## config.mk

```make
export PLATFORM = sky130hd
export DESIGN_NAME = stream_fork_mode
export DESIGN_NICKNAME = d
export VERILOG_FILES = /design/src/rtl/stream_fork_pkg.sv /design/src/rtl/stream_fork_mode.sv
export SDC_FILE = /design/constraint.sdc
export NUM_CORES = 1
export LEC_CHECK = 0
export BUFFER_PORTS_ARGS = -buffer_cell sky130_fd_sc_hd__buf_2
export CAP_MARGIN = 10
export CORE_MARGIN = 2
export CORE_UTILIZATION = 37
export DETAILED_ROUTE_END_ITERATION = 10
export PLACE_DENSITY = 0.92
export REMOVE_ABC_BUFFERS = 1
export SYNTH_ARGS = -nofsm -noshare
export SYNTH_HDL_FRONTEND = slang
export SYNTH_SLANG_ARGS = --single-unit
```

## constraint.sdc

```tcl
create_clock -name clk_i -period 3.99 [get_ports clk_i]
set_clock_uncertainty 0.1 [all_clocks]
set_input_delay 0.1995 -clock clk_i [delete_from_list [all_inputs] [get_ports clk_i]]
set_output_delay 0.1995 -clock clk_i [all_outputs]
set_load 0.01 [all_outputs]
```

## src/rtl/stream_fork_pkg.sv

```systemverilog
// Shared types for the stream fork/join family.
// The mode encoding is the same as the join's, so one mode signal can drive both blocks.
package stream_fork_pkg;

  typedef enum logic {
    ALL = 1'b0,
    ANY = 1'b1
  } stream_fork_mode_e;

  typedef enum logic {
    IDLE = 1'b0,
    BUSY = 1'b1
  } fork_state_e;

endpackage

```

## src/rtl/stream_fork_mode.sv

```systemverilog
// Forks one valid/ready stream to NumOut outputs, completing on ALL or ANY selected acceptance.
// Optional transaction counter on cnt_o when STREAM_FORK_MODE_CNT_EN is defined.
module stream_fork_mode
  import stream_fork_pkg::*;
#(
  parameter int NumOut    = 2,
  parameter int DataWidth = 32,
  parameter int CntWidth  = 16
) (
  input  logic                 clk_i,
  input  logic                 rst_i,
  input  logic                 valid_i,
  output logic                 ready_o,
  input  logic [DataWidth-1:0] data_i,
  input  logic [NumOut-1:0]    sel_i,
  input  logic                 mode_i,
  output logic [NumOut-1:0]    valid_o,
  input  logic [NumOut-1:0]    ready_i,
  output logic [DataWidth-1:0] data_o
`ifdef STREAM_FORK_MODE_CNT_EN
  ,
  output logic [CntWidth-1:0]  cnt_o
`endif
);

  if (NumOut < 1 || CntWidth < 1) begin : g_bad_param
    $error("stream_fork_mode: NumOut and CntWidth must be >= 1");
  end

  fork_state_e       state_q, state_d;
  logic [NumOut-1:0] sel_q, sel_d;
  stream_fork_mode_e mode_q, mode_d;
  logic [NumOut-1:0] done_q, done_d;

  logic [NumOut-1:0] eff_sel;
  stream_fork_mode_e eff_mode;
  logic [NumOut-1:0] hs;
  logic              all_done;
  logic              any_done;

  assign data_o = data_i;

  always_comb begin
    state_d  = state_q;
    sel_d    = sel_q;
    mode_d   = mode_q;
    done_d   = done_q;
    eff_sel  = sel_q;
    eff_mode = mode_q;
    valid_o  = '0;
    hs       = '0;
    all_done = 1'b0;
    any_done = 1'b0;
    ready_o  = 1'b0;

    if (state_q == IDLE) begin
      eff_sel  = sel_i;
      eff_mode = stream_fork_mode_e'(mode_i);
    end

    if (!rst_i) begin
      valid_o  = {NumOut{valid_i}} & eff_sel & ~done_q;
      hs       = valid_o & ready_i;
      all_done = (((done_q | hs) & eff_sel) == eff_sel);
      // An empty selection has nobody to wait for, so it completes in ANY mode too.
      any_done = (|hs) || (eff_sel == '0);
      ready_o  = valid_i & ((eff_mode == ALL) ? all_done : any_done);
    end

    case (state_q)
      IDLE: begin
        if (valid_i && !ready_o) begin
          state_d = BUSY;
          sel_d   = sel_i;
          mode_d  = stream_fork_mode_e'(mode_i);
          done_d  = (eff_mode == ALL) ? (hs & sel_i) : '0;
        end
      end
      BUSY: begin
        if (ready_o) begin
          state_d = IDLE;
          done_d  = '0;
        end else if (mode_q == ALL) begin
          done_d = done_q | hs;
        end
      end
      default: state_d = IDLE;
    endcase
  end

  always_ff @(posedge clk_i) begin
    if (rst_i) begin
      state_q <= IDLE;
      sel_q   <= '0;
      mode_q  <= ALL;
      done_q  <= '0;
    end else begin
      state_q <= state_d;
      sel_q   <= sel_d;
      mode_q  <= mode_d;
      done_q  <= done_d;
    end
  end

`ifdef STREAM_FORK_MODE_CNT_EN
  logic [CntWidth-1:0] cnt_q;

  // Counts dropped (empty-selection) beats as well; wraps silently.
  always_ff @(posedge clk_i) begin
    if (rst_i) begin
      cnt_q <= '0;
    end else if (valid_i && ready_o) begin
      cnt_q <= cnt_q + 1'b1;
    end
  end

  assign cnt_o = cnt_q;
`endif

endmodule

```

==> flow_summary.ini <==
[outcome]
status = finished clean

[logic_synthesis]
synth-seq-area-share_pct = 17.1
post-synth-top-count-cell = buf_4
ys_top_cells_by_area = buf_4 (34%), dfxtp_1 (17%), mux2i_1 (5.7%)
async_flop_share_pct = 0
yosys.area.top_type_share_pct = 34.3
postSynthCellCount = 87
synth_edf_count = 0
ys_ff_latch = 6
synth_cell_types = 28
synth_ff_type = dfxtp_1
synth_largest_area_cell = buf_4
syn_area_per_cell_um2 = 8.05
yosysWarningCount = 0
netlist_area_um2 = 701
synth_commonest_cells = buf_4 (32), dfxtp_1 (6), nor3_1 (6), nor2_1 (5)

[die]
die_y_um = 47.5
rows = 15
fp.coreArea_um2 = 1750
ioPinCount = 75
fp.dieW_um = 47.5
die-area_um2 = 2260
initial_core_util_pct = 40.1

[final_layout]
n_antenna_cell = 0
drive_gt1_share_pct = 28.4
syn_to_final_growth_pct = -21.1
nets = 109

[clock_tree]
clk_latency_ps = 250
clk_pin_slew_ps = 40
cts_htree_levels = 1
cts-root-buf = clkbuf_4
cts_resized = 0
hold_buffers = 0
post_cts_buffers = 0
cts_buffer_depth = 2
cts_tree = yes
cts_buffers = 3
cts_sinks = 6

[worst_setup_path]
slowest_delay_ps = 630
start_kind = register
crit_required_ps = 3690
critical_path_class = reg2out
end_kind = primary output
cp_max_fo = 13
cpMaxStageDelayCell = dfxtp_1
rrSetupSlack_ps = 1750
crit_arrival_ps = 2020
path_buf_inv = 1
worstPathCellList = mux2i_1 -> nor3_1 -> o32ai_2 -> nor2_1 -> buf_2
crit_family = flip-flops

[sta]
setup_slack_ps = 1670
tightest_slew_ps = 508
final_max_slew_viol_count = 0
rsz0062_at_grt = false
hold_violations = 0
finalSetupTns_ps = 0
fin_crit_sh_pct = 58.2
timing.fmax_mhz = 431
finalSetupViolations = 0
slew_headroom_pct = 66.1
fin_crit_ps = 2320

[drt]
ant_nets = 0
wl_um = 2350
viasPerCell = 5.62
drc = 0
vias = 517
drt-initial-drc-count = 33
first_pass_iters = 4
wl_per_cell_um = 25.5

[global_routing]
track_usage_pct = 22.2
grt_pass1_wl_um = 3180
gr-total-overflow = 0
antenna_found_initial = 0
grt_pass1_vias = 529
grt_max_degree = 14

[place]
portBuffers = 10
gp_congestion = 0.901
dp_slack_ps = 1790

[power_and_ir_drop]
vdd.ir_drop.worst_uv = 193
p_leak_nw = 0.221
p_per_area_nw_per_um2 = 305

[min_path]
hold_class = in2reg

[job]
maxCapViolations = 0
sequential cells by signal (all words and copies together), names as in the netlist:
register	flops
done_q	2
sel_q	2
mode_q	1
state_q	1
logic make-up (layout without fill, tap and decap cells):
family,Yosys count,count (layout),share of synthesized area [%]
AOI/OAI and AO/OA,12,12,13.8
muxes,4,4,5.71
DFF,6,6,17.1
and+or+nand+nor,31,31,27.0
buffers and inverters,34,14,36.4
metrics by stage:
stage          utilization [%]  cell area, um2  total power [W]  hold WS, ps  instances
4_1_cts                   31.7             553         0.000170          124         92
5_1_grt                   31.7             553         0.000177          137         92
6_report                  31.7             553         0.000169          133         92
3_3_place_gp              30.4             531         0.000108          299         89
2_1_floorplan                -             449        0.0000961          169         54
3_5_place_dp              30.4             531         0.000111          299         89
worst reg2reg max path, stage by stage, from the launching register on:
cell,delay (ps)
dfxtp_1,630
mux2i_1,380
nor3_1,140
o32ai_2,430
nor3b_4,300
mux2i_1,200
report_power, final:
| part | internal, W | switching, W |
|---|---|---|
| Combinational | 0.0000195 | 0.0000218 |
| Clock | 0.0000342 | 0.0000242 |
| Sequential | 0.0000632 | 0.00000575 |
layout make-up:
type | count | area (um2)
Tap cell | 25 | 31.3
Timing Repair Buffer | 10 | 50.0
Inverter | 1 | 3.75
Clock buffer | 3 | 22.5
Fill cell | 186 | 1190
Sequential cell | 6 | 120
Multi-Input combinational cell | 47 | 325
routing by layer:
metal  vias to the layer above  wire [um]  track usage (%)
met5                         -          0             2.50
met4                         0         18             8.33
met3                         2        639             23.4
met2                        54        879             27.3
met1                       237        808             24.7
li1                        224          -                -
worst paths after layout:
kind / start / to / cells after the start
max: state_q / ready_o / 5
min: rst_i / mode_q / 2
max reg2reg: state_q / sel_q[1] / 5
min reg2reg: mode_q / mode_q / 2
cell usage in the layout (no fill, tap or decap):
master | synthesis | layout
nor2_1 | 5 | 5
a21oi_1 | 3 | 3
nand2_2 | 1 | 1
nand2_1 | 4 | 4
or2b_1 | 4 | 4
and3b_1 | 1 | 1
a21bo_2 | 1 | 1
clkbuf_4 | 0 | 3
or2_2 | 1 | 1
buf_2 | 0 | 10
o2bb2ai_1 | 1 | 1
nor3b_1 | 1 | 1
a22o_1 | 1 | 1
o21ai_0 | 2 | 2
o32a_1 | 1 | 1
o41ai_1 | 1 | 1
dfxtp_1 | 6 | 6
nor2b_1 | 3 | 3
nor3b_4 | 1 | 1
nor3_1 | 6 | 6
mux2i_1 | 4 | 4
o22a_1 | 1 | 1
inv_1 | 1 | 1
nand3b_1 | 1 | 1
o32ai_2 | 1 | 1
and2_1 | 1 | 1
nand2b_1 | 1 | 1
nand2b_2 | 1 | 1
Note: power is estimated with default switching activity, not from simulation.
